[config.mk]
export PLATFORM = sky130hd
export DESIGN_NAME = plate_entry
export DESIGN_NICKNAME = d
export VERILOG_FILES = /design/src/rtl/plate_entry_pkg.sv /design/src/rtl/plate_entry_idle_timer.sv /design/src/rtl/plate_entry.sv
export SDC_FILE = /design/constraint.sdc
export NUM_CORES = 1
export LEC_CHECK = 0
export CORE_MARGIN = 3
export CORE_UTILIZATION = 54
export CTS_CLUSTER_DIAMETER = 60
export DETAILED_ROUTE_END_ITERATION = 10
export HOLD_SLACK_MARGIN = 0.12
export MAX_ROUTING_LAYER = met4
export PLACE_DENSITY = 0.91
export SLEW_MARGIN = 15
export SYNTH_ARGS = -nofsm -noshare
export SYNTH_HDL_FRONTEND = slang
export SYNTH_SLANG_ARGS = --single-unit
[constraint.sdc]
create_clock -name clk -period 3.9 [get_ports clk]
set_input_delay 0.39 -clock clk [delete_from_list [all_inputs] [get_ports clk]]
set_output_delay 0.39 -clock clk [all_outputs]
set_load 0.02 [all_outputs]
[src/rtl/plate_entry_pkg.sv]
// Shared constants and state type for the licence-plate entry stage.
package plate_entry_pkg;

  localparam int unsigned CHAR_W     = 4;
  localparam int unsigned PLATE_LEN  = 6;
  localparam logic [3:0]  LETTER_MIN = 4'hA;

  typedef enum logic [1:0] {
    IDLE  = 2'd0,
    ENTRY = 2'd1,
    FULL  = 2'd2
  } state_e;

  function automatic logic is_letter(input logic [CHAR_W-1:0] code);
    return code >= LETTER_MIN;
  endfunction

endpackage

[src/rtl/plate_entry_idle_timer.sv]
// Idle counter for partial plate entry; flags expiry on the last idle cycle.
module plate_idle_timer #(
  parameter int unsigned TIMEOUT_CYC = 1000,
  parameter int unsigned CNT_W       = 10
) (
  input  logic clk,
  input  logic rst,
  input  logic clr,
  input  logic activity,
  input  logic enable,
  output logic expire
);

  localparam logic [CNT_W-1:0] LAST = CNT_W'(TIMEOUT_CYC - 1);

  logic [CNT_W-1:0] cnt_q;
  logic [CNT_W-1:0] cnt_d;

  always_comb begin
    cnt_d = cnt_q + CNT_W'(1);
    if (clr || activity || !enable) begin
      cnt_d = '0;
    end
  end

  assign expire = enable && !activity && (cnt_q == LAST);

  always_ff @(posedge clk) begin
    if (rst) begin
      cnt_q <= '0;
    end else begin
      cnt_q <= cnt_d;
    end
  end

endmodule

[src/rtl/plate_entry.sv]
// Assembles a six-character plate from keypad strobes and holds it until acknowledged.
module plate_entry
  import plate_entry_pkg::*;
#(
  parameter int unsigned TIMEOUT_CYC = 1000,
  parameter int unsigned CNT_W       = 10
) (
  input  logic              clk,
  input  logic              rst,
  input  logic              key_valid,
  input  logic [CHAR_W-1:0] key_code,
  input  logic              key_del,
  input  logic              key_clr,
  input  logic              plate_ack,
  output logic [CHAR_W-1:0] m0,
  output logic [CHAR_W-1:0] m1,
  output logic [CHAR_W-1:0] m2,
  output logic [CHAR_W-1:0] m3,
  output logic [CHAR_W-1:0] m4,
  output logic [CHAR_W-1:0] m5,
  output logic [2:0]        count,
  output logic              plate_ready,
  output logic              done,
  output logic              err,
  output logic              timeout
);

  state_e            state_q, state_d;
  logic [CHAR_W-1:0] m_q [PLATE_LEN];
  logic [CHAR_W-1:0] m_d [PLATE_LEN];
  logic [2:0]        count_q, count_d;
  logic              done_q, done_d;
  logic              err_q, err_d;
  logic              timeout_q, timeout_d;
  logic              expire;

  plate_idle_timer #(
    .TIMEOUT_CYC (TIMEOUT_CYC),
    .CNT_W       (CNT_W)
  ) u_idle_timer (
    .clk      (clk),
    .rst      (rst),
    .clr      (key_clr),
    .activity (key_valid || key_del),
    .enable   (state_q == ENTRY),
    .expire   (expire)
  );

  always_comb begin
    state_d   = state_q;
    m_d       = m_q;
    count_d   = count_q;
    done_d    = 1'b0;
    err_d     = 1'b0;
    timeout_d = 1'b0;

    if (key_clr) begin
      state_d = IDLE;
      m_d     = '{default: '0};
      count_d = '0;
    end else begin
      unique case (state_q)
        FULL: begin
          if (plate_ack) begin
            state_d = IDLE;
            m_d     = '{default: '0};
            count_d = '0;
            err_d   = key_valid;
          end else if (key_del || key_valid) begin
            err_d = 1'b1;
          end
        end
        IDLE: begin
          if (key_del) begin
            err_d = 1'b1;
          end else if (key_valid) begin
            m_d[0]  = key_code;
            count_d = 3'd1;
            state_d = ENTRY;
          end
        end
        ENTRY: begin
          if (key_del) begin
            for (int unsigned i = 0; i < PLATE_LEN; i++) begin
              if (count_q == 3'(i + 1)) m_d[i] = '0;
            end
            count_d = count_q - 3'd1;
            if (count_q == 3'd1) state_d = IDLE;
          end else if (key_valid) begin
            for (int unsigned i = 0; i < PLATE_LEN; i++) begin
              if (count_q == 3'(i)) m_d[i] = key_code;
            end
            count_d = count_q + 3'd1;
            if (count_q == 3'(PLATE_LEN - 1)) begin
              state_d = FULL;
              done_d  = 1'b1;
            end
          end else if (expire) begin
            state_d   = IDLE;
            m_d       = '{default: '0};
            count_d   = '0;
            timeout_d = 1'b1;
          end
        end
        default: state_d = IDLE;
      endcase
    end
  end

  always_ff @(posedge clk) begin
    if (rst) begin
      state_q   <= IDLE;
      m_q       <= '{default: '0};
      count_q   <= '0;
      done_q    <= 1'b0;
      err_q     <= 1'b0;
      timeout_q <= 1'b0;
    end else begin
      state_q   <= state_d;
      m_q       <= m_d;
      count_q   <= count_d;
      done_q    <= done_d;
      err_q     <= err_d;
      timeout_q <= timeout_d;
    end
  end

  assign m0          = m_q[0];
  assign m1          = m_q[1];
  assign m2          = m_q[2];
  assign m3          = m_q[3];
  assign m4          = m_q[4];
  assign m5          = m_q[5];
  assign count       = count_q;
  assign plate_ready = (state_q == FULL);
  assign done        = done_q;
  assign err         = err_q;
  assign timeout     = timeout_q;

endmodule

==> metrics.md <==
| Metric | Value |
|---|---|
| Worst EP required | `4090 ps` |
| R2r startpoint | `u_idle_timer.cnt_q[0]$_SDFF_PP0_` |
| Slew margin rel. | `62.2%` |
| Vias per cell | `5.67` |
| Fin nets | `273` |
| Post-synth EDFFs | `0` |
| Worst Skew | `8.14 ps` |
| Initial antenna violation count | `0` |
| CTS resizes | `0` |
| RSZ-0062 raised after global routing | `false` |
| Clock sink total | `42` |
| Worst Hold Launch | `m0[2]$_SDFFE_PP0P_` |
| Final Hold Viols | `0` |
| Fin. max-slew vios | `0` |
| Rows | `21` |
| Hold Buf Count CTS | `0` |
| Status | `completed` |
| Critical R2R Capture | `count[2]$_SDFFE_PP0P_` |
| Arr. time, crit path | `2410 ps` |
| Placer Congestion | `1.00` |
| WHS | `461 ps` |
| N_diodes | `0` |
| Synth cell count leaders | `dfxtp_1, nand2_1, mux2i_1` |
| Die height | `66.8 µm` |
| Crit path launch type | `input pin` |
| Routed wire length | `4480 µm` |
| Total gr overflow | `0` |
| Max cap viols | `0` |
| DRT iter0 DRCs | `109` |
| Initial Utilization | `58.0%` |
| Clock latency on the worst-skew pair | `290 ps` |
| Tmin final | `2220 ps` |
| Root buffer cell | `clkbuf_8` |
| FF-to-FF setup slack | `1890 ps` |
| F_max | `451 MHz` |
| Vias in the first global route | `1566` |
| Post-Syn Nets | `235` |
| Hold Path Depth | `2` |
| Die area | `4460 µm²` |
| Largest area contributor in the netlist | `dfxtp_1` |
| Syn avg cell area | `9.16 µm²` |
| Final setup violation count | `0` |
| Final ANT Viol Nets | `0` |
| Cell with the most instances after synthesis | `dfxtp_1` |
| Seq/Total Area, Yosys | `42.1%` |
| Dpl hpwl | `3300 µm` |
| Synth top area share | `42.1%` |
| Leakage | `1.00 nW` |
| Reg clk slew, reported paths | `80 ps` |
| First-pass GRT wire length | `7270 µm` |
| TNS Setup | `0 ps` |
| Worst Setup End Kind | `flop` |
| Ratio of cells with drive above 1 in the final layout | `7.00%` |
| Peak supply drop | `0.234 mV` |
| Min-Delay Path Class | `flop to flop` |
| CTS Buffer Depth | `2` |
| Yosys cell types | `42` |
| Core ar. | `3440 µm²` |
| Fin crit share | `56.9%` |
| H-Tree Depth | `2` |
| Async S/R FF share, synth | `0%` |
| CTS tree | `done` |
| Largest net degree at the start of global routing | `28` |
| Worst Setup Path Type | `input pin to flop` |
| Synthesized instance count | `218` |
| Syn. warnings | `0` |
| CTS buffer count | `5` |
| Syn-to-layout area delta | `26.8%` |
| CP Max Fanout | `18` |
| Drt wl/cell | `14.8 µm` |
| Worst-Margin Slew | `565 ps` |
| Top post-synthesis cells by area | `dfxtp_1, mux2i_1, nand2_1` |
| Post-CTS Setup Repair Bufs | `0` |
| Critical Path Source | `key_del` |
| Port bufs | `40` |
| Die W | `66.8 µm` |
| #FFs+latches synth | `42` |
| DRC | `0` |
| Synth Cell Area | `2000 µm²` |
| Drt pass-1 iters | `7` |
| Top_reg_cell synth | `dfxtp_1` |
| Power Dens Cells | `333 nW/µm²` |
| End of the worst hold path | `m0[2]$_SDFFE_PP0P_` |
| Register-to-Register Path Depth | `5` |
| Io pins | `41` |
| Tot GR Track Use | `22.1%` |
| Total via count in the routed design | `1719` |
## metal layers
metal	GRT usage [%]	vias to the layer above	share of wire [%]
li1	-	832	-
met1	28.3	795	44
met2	35.0	83	48
met3	5.23	9	6.9
met4	6.09	0	1.7
met5	-	-	0
## worst max-delay path, cell delays in order
cell and delay (ps):
clkdlybuf4s50_1 700, nand2b_1 370, a22oi_1 470, nand2_1 170, a32o_1 300
## sequential cells by signal (all words and copies together), names as in the netlist, 3 cells and up
register	flops
count	3
m0	4
m1	4
m2	4
m3	4
m4	4
m5	4
u_idle_timer.cnt_q	10
## worst max-delay path by stage
stage / end
2_1_floorplan: m3[0]$_SDFFE_PP0P_
3_3_place_gp: m2[2]$_SDFFE_PP0P_
3_5_place_dp: m0[1]$_SDFFE_PP0P_
4_1_cts: m0[1]$_SDFFE_PP0P_
5_1_grt: m2[0]$_SDFFE_PP0P_
6_report: count[2]$_SDFFE_PP0P_
## power by group
part	switching [W]	total, W	internal (W)
registers	0.00000351	0.000435	0.000431
clock network	0.000145	0.000336	0.000191
logic	0.0000402	0.0000724	0.0000322
total	0.000189	0.000844	0.000655
## metrics by stage
stage	utilization [%]	power, W	setup WS (ps)	area, µm²	cells
after global routing	73.5	0.000874	1580	2530	303
after floorplan	-	0.000491	2090	2000	218
final	73.5	0.000844	1680	2530	303
after CTS	73.5	0.000846	1760	2530	303
after global placement	70.3	0.000515	1530	2420	295
after detailed placement	70.3	0.000516	1470	2420	295
## layout make-up
type	count	area (µm²)
Clock inverter	2	37.5
Timing Repair Buffer	41	408
Fill cell	251	911
Inverter	6	22.5
Multi-Input combinational cell	160	1090
Tap cell	46	57.6
Clock buffer	6	72.6
Sequential cell	42	841
## cell usage in the layout, fill, tap and decap left out, types with 3 or more instances in the layout
cell / instances
clkdlybuf4s50_1: 40
ha_1: 7
nand3_1: 6
nor3_1: 3
nor2b_1: 6
o22ai_1: 3
xor2_1: 3
inv_1: 6
and3_1: 5
dfxtp_1: 42
o21ai_0: 5
mux2i_1: 26
nand2_1: 38
nor2_1: 15
xnor2_1: 6
nand2b_1: 3
a21oi_1: 3
clkbuf_8: 5
## logic make-up (layout without fill, tap and decap cells)
group / Yosys count / count (layout) / synth area share, %
xor gates and xnor gates: 9 / 9 / 3.95
adders and majority gates: 7 / 7 / 4.39
DFF: 42 / 42 / 42.1
buffers and inverters: 16 / 55 / 3.20
AOI/OAI and AO/OA: 27 / 27 / 10.2
and+or+nand+nor: 91 / 91 / 23.2
muxes: 26 / 26 / 13.0
(Power assumes the default switching activity.)
==> patch 1, RTL diff (config.mk and constraints unchanged) <==
`CNT_W` is set to 10 in 2 places; all go to 8.
--- a/src/rtl/plate_entry_idle_timer.sv
+++ b/src/rtl/plate_entry_idle_timer.sv
@@ -1,7 +1,7 @@
 // Idle counter for partial plate entry; flags expiry on the last idle cycle.
 module plate_idle_timer #(
   parameter int unsigned TIMEOUT_CYC = 1000,
-  parameter int unsigned CNT_W       = 10
+  parameter int unsigned CNT_W       = 8
 ) (
   input  logic clk,
   input  logic rst,
--- a/src/rtl/plate_entry.sv
+++ b/src/rtl/plate_entry.sv
@@ -3,7 +3,7 @@
   import plate_entry_pkg::*;
 #(
   parameter int unsigned TIMEOUT_CYC = 1000,
-  parameter int unsigned CNT_W       = 10
+  parameter int unsigned CNT_W       = 8
 ) (
   input  logic              clk,
   input  logic              rst,
Check against the original RTL: same outputs for any inputs over 10 cycles, from zero or initial values; that may be too few to reach the edited logic, so the function may still have changed.
==> patch 1 against the unedited design <==
- setup slack gained 0.13 ns
- cell area fell by 9.8%
- clock power decreased by 38%
- global-route usage shrank 1.1 points
- hold slack better by 0.013 ns
- synthesized area down 9.1%
- wire length decreased by 15%
- critical path depth down 3
- power decreased by 19%
- sequential cell count down 2
- die area decreased by 8.3%
- critical path type is now register to primary output
- largest cell class unchanged
==> patch 1: results (changes against the unedited design) <==
- Placed Cells incl. Taps: 272 (-7.8%)
- Fin Hold WS: 0.4737 ns (+0.01269 ns)
- Distinct cells, synth: 39 (-7.1%)
- Final wirelength: 3.819 mm (-15%)
- GPL Wtd Cong: 0.8661 (-14%)
- Drt first pass iters: 4 (-3)
- Largest net degree at the start of global routing: 18 (-36%)
- Nets@finish: 252 (-7.7%)
- Outcome: finished, final reports clean
- Syn_nets: 212 (-9.8%)
- Crit Path Category: register to primary output
- Syn Inst Count: 195 (-11%)
- Hold path startpoint: m1[2]$_SDFFE_PP0P_
- Setup slack, reg-to-reg: 1.98 ns (+0.09 ns)
- Total track usage: 0.2100 (-0.01109)
- Critical Path AT: 1.70 ns (-0.71 ns)
- Post-DP HPWL: 2.969 mm (-10%)
- Vias in the first global route: 1454 (-7.2%)
- CTS clk-pin slew, worst paths: 0.12 ns (+0.04 ns)
- Root Buffer: clkbuf_4
- Dominant cells by area after synthesis: dfxtp_1, o2bb2ai_1, nand2_1
- Share of cells above drive strength 1: 0.07203 (+0.001995)
- Fin crit share: 0.5351 (-0.03342)
- Crit path max fanout: 10 (-8)
- Finished Layout Cells: 280 (-7.6%)
- Dpl ws: 1.541 ns (+0.06939 ns)
- Maximum VDD drop: 0.1819 mV (-22%)
- Leak: 0.8006 nW (-20%)
- Drt via density: 5.611 (-1.1%)
- First-pass GRT wire length: 6.596 mm (-9.2%)
- RR Startpoint: u_idle_timer.cnt_q[0]$_SDFF_PP0_
- Placed instance area: 0.002226 sq mm (-8.1%)
- Slew @ Worst Pin: 0.7641 ns (+0.1988 ns)
- Crit-path max cell delay: 0.63 ns (-0.07 ns)
- Worst Setup SP: state_q[1]$_SDFFE_PP0P_
[patch 1: cell types whose count changed after synthesis, moves of 4 or more]
cell / before / now
mux2i_1: 26 / 5
nand2_1: 38 / 26
clkbuf_1: 7 / 3
nand3_1: 6 / 10
o2bb2ai_1: 0 / 16
a21oi_1: 3 / 7
[patch 1: kinds of logic (layout without fill, tap and decap cells)]
group	Yosys count	after routing	synth area share
multiplexers	7	7	0.04000
AND/OR/NAND/NOR	73	73	0.2000
flip-flops	40	40	0.4414
XOR/XNOR	7	7	0.03379
AO/OA/AOI/OAI	47	47	0.1979
adder cells (fa/ha/maj)	7	7	0.04827
buffers and inverters	14	55	0.03862
[patch 1: where the power goes]
group | internal [mW] | switching [mW]
logic | 0.0267 | 0.0340
registers | 0.411 | 0.00301
clock network | 0.0692 | 0.140
[patch 1: worst paths after layout]
path	endpoint	cells after the start
setup / recovery	plate_ready	2
setup reg to reg	m1[1]$_SDFFE_PP0P_	5
hold / removal	m1[2]$_SDFFE_PP0P_	2
hold reg to reg	m1[2]$_SDFFE_PP0P_	2
[patch 1: critical path: cells and delay by family (launching register included)]
kind	cells	cell delay (ns)
buf+inv	1	0.63
flops	1	0.50
simple gates	1	0.22
[patch 1: final cells by class]
| class | instances | area, sq um |
|---|---|---|
| clock buffers | 5 | 37.54 |
| clock inverters | 3 | 18.77 |
| fillers | 240 | 845.8 |
| inverters | 7 | 26.28 |
| multi-input cells | 141 | 943.4 |
| flip-flops and latches | 40 | 800.8 |
| well taps | 44 | 55.05 |
| repair buffers | 40 | 400.4 |
[patch 1: metal layers]
metal | GRT usage | wire length, microns
met1 | 0.2596 | 1696
met2 | 0.3290 | 1791
met3 | 0.04394 | 259
met4 | 0.09434 | 72
met5 | - | 0
==> patch 2, RTL diff (same settings) <==
Made on the original files. Register the input `key_code` before use, without a reset. The logic sees it one clock later. The other inputs are not delayed to match.
--- a/src/rtl/plate_entry.sv
+++ b/src/rtl/plate_entry.sv
@@ -24,6 +24,12 @@
   output logic              err,
   output logic              timeout
 );
+
+  logic [CHAR_W-1:0] key_code_q;
+
+  always_ff @(posedge clk) begin
+    key_code_q <= key_code;
+  end
 
   state_e            state_q, state_d;
   logic [CHAR_W-1:0] m_q [PLATE_LEN];
@@ -74,7 +80,7 @@
           if (key_del) begin
             err_d = 1'b1;
           end else if (key_valid) begin
-            m_d[0]  = key_code;
+            m_d[0]  = key_code_q;
             count_d = 3'd1;
             state_d = ENTRY;
           end
@@ -88,7 +94,7 @@
             if (count_q == 3'd1) state_d = IDLE;
           end else if (key_valid) begin
             for (int unsigned i = 0; i < PLATE_LEN; i++) begin
-              if (count_q == 3'(i)) m_d[i] = key_code;
+              if (count_q == 3'(i)) m_d[i] = key_code_q;
             end
             count_d = count_q + 3'd1;
             if (count_q == 3'(PLATE_LEN - 1)) begin
Function: changed (Yosys sat finds a counterexample within 4 cycles, from zero or initial values).
==> patch 2 against the unedited design <==
- power up 1.5%
- cell area is 2.3% higher
- setup slack improved by 0.077 ns
- die area is 4.0% higher
- synthesized area grew 4.4%
- sequential cell count is 4 higher
- wire length decreased by 1.8%
- maximum frequency increased by 3.6%
==> patch 2: results (changes against the unedited design) <==
- Multiplexer share of the synthesized area: 0.1248 (-0.005476)
- CP Capture Type: primary output
- Cts repair resizes: 0 (unchanged)
- First DRT Iteration DRCs: 154 (+41%)
- Total track usage: 0.2164 (-0.004696)
- GPL Wtd Cong: 0.9172 (-8.7%)
- Post-synth top cells: dfxtp_1, nand2_1, mux2i_1
- Dominant cells by area after synthesis: dfxtp_1, mux2i_1, nand2_1
- CTS clk-pin slew, worst paths: 0.08 ns (about the same)
- Leak: 0.9987 nW (-0.36%)
- Antenna violations before repair: 0 (unchanged)
- Asr flop ratio synth: 0 (unchanged)
- Setup slack, reg-to-reg: 1.99 ns (+0.10 ns)
- Adder-Cell Fraction of Synth Area: 0.04202 (-0.001843)
- Fin Hold WS: 0.4606 ns (-0.0004480 ns)
- IO buf count: 40 (unchanged)
- Outcome: finished, final reports clean
- Syn_nets: 234 (-0.43%)
- Crit path max fanout: 16 (-2)
- Largest Register: u_idle_timer.cnt_q
- Nets@finish: 274 (+0.37%)
- Maximum VDD drop: 0.2424 mV (+3.5%)
- Slew @ Worst Pin: 0.6475 ns (+0.08220 ns)
- Largest net degree at the start of global routing: 29 (+3.6%)
- First-pass GRT wire length: 7.265 mm (unchanged)
- Sequential fraction of the synthesis area: 0.4418 (+0.02072)
- Vias in the first global route: 1544 (-1.4%)
- Final wirelength: 4.404 mm (-1.8%)
- Worst clock skew: 0.006140 ns (-0.001995 ns)
- Fin crit share: 0.5488 (-0.01972)
- Synth Area in XOR/XNOR: 0.02941 (-0.01006)
- Synth Flop Type: dfxtp_1
- Post-DP HPWL: 3.120 mm (-5.4%)
- Vias after detailed routing: 1671 (-2.8%)
- Area fraction in compound gates after synthesis: 0.1038 (+0.002338)
- Root Buffer: clkbuf_8
- Ant diodes: 0 (unchanged)
- Drt first pass iters: 4 (-3)
- Psw: 203.1 uW (+7.5%)
- Critical Path AT: 1.75 ns (-0.66 ns)
- Share of cells above drive strength 1: 0.08527 (+0.01523)
- Distinct cells, synth: 46 (+9.5%)
- Dpl ws: 1.507 ns (+0.03547 ns)
- H-tree Lvls: 2 (unchanged)
==> patch 2: changes by cell type after synthesis, sizes merged, moves of 3 or more <==
cell    unedited run  this run
inv                6         3
a21oi              3         8
o211ai             3         0
nand2             38        45
o22ai              4         1
dfxtp             42        46
nand3              6         2
or3                0         3
==> patch 2: kinds of logic (layout without fill, tap and decap cells) <==
kind of cell,Yosys count,after routing
compound gates,28,28
xor+xnor,7,7
fa+ha+maj,7,7
buf+inv,11,52
flops,46,46
mux,26,26
simple gates,92,92
==> patch 2: cell type report <==
| cell class | count | area, sq um |
|---|---|---|
| Clock buffer | 7 | 86.33 |
| Clock inverter | 1 | 8.758 |
| Fill cell | 279 | 930.9 |
| Inverter | 3 | 11.26 |
| Multi-Input combinational cell | 160 | 1097 |
| Sequential cell | 46 | 920.9 |
| Tap cell | 46 | 57.56 |
| Timing Repair Buffer | 41 | 407.9 |
==> patch 2: power groups by stage <==
| stage | Clock, mW | Sequential [mW] | Combinational [mW] |
|---|---|---|---|
| 3_5_place_dp | 0 | 0.490 | 0.0694 |
| 6_report | 0.307 | 0.479 | 0.0708 |
| 4_1_cts | 0.310 | 0.479 | 0.0705 |
| 5_1_grt | 0.332 | 0.480 | 0.0763 |
| 3_3_place_gp | 0 | 0.490 | 0.0683 |
| 2_1_floorplan | 0 | 0.491 | 0.0460 |
==> patch 2: metal layers <==
| metal | share of wire | GRT usage | up-vias | wire [microns] |
|---|---|---|---|---|
| li1 | - | - | 820 | - |
| met1 | 0.44 | 0.2684 | 806 | 1935 |
| met2 | 0.51 | 0.3502 | 37 | 2244 |
| met3 | 0.038 | 0.04926 | 8 | 168 |
| met4 | 0.012 | 0.06700 | 0 | 55 |
| met5 | 0 | - | - | 0 |
==> patch 2: worst paths after layout <==
path | from | to | cells after the start
min reg2reg | u_idle_timer.cnt_q[0]$_SDFF_PP0_ | u_idle_timer.cnt_q[0]$_SDFF_PP0_ | 1
max | state_q[1]$_SDFFE_PP0P_ | plate_ready | 2
min | u_idle_timer.cnt_q[0]$_SDFF_PP0_ | u_idle_timer.cnt_q[0]$_SDFF_PP0_ | 1
max reg2reg | state_q[1]$_SDFFE_PP0P_ | m0[3]$_SDFFE_PP0P_ | 5
==> patch 2: worst max-delay path, stage by stage (launching register included) <==
cell             delay (ns)
dfxtp_1                0.64
nor2b_1                0.20
clkdlybuf4s50_1        0.61
==> patch 2: metrics by stage <==
step / power [mW] / area, sq um / std cells / util
after global placement: 0.5584 / 2495 / 296 / 0.7086
after detailed placement: 0.5595 / 2495 / 296 / 0.7086
final: 0.8567 / 2590 / 304 / 0.7356
after CTS: 0.8594 / 2590 / 304 / 0.7356
after floorplan: 0.5373 / 2085 / 217 / -
after global routing: 0.8890 / 2590 / 304 / 0.7356
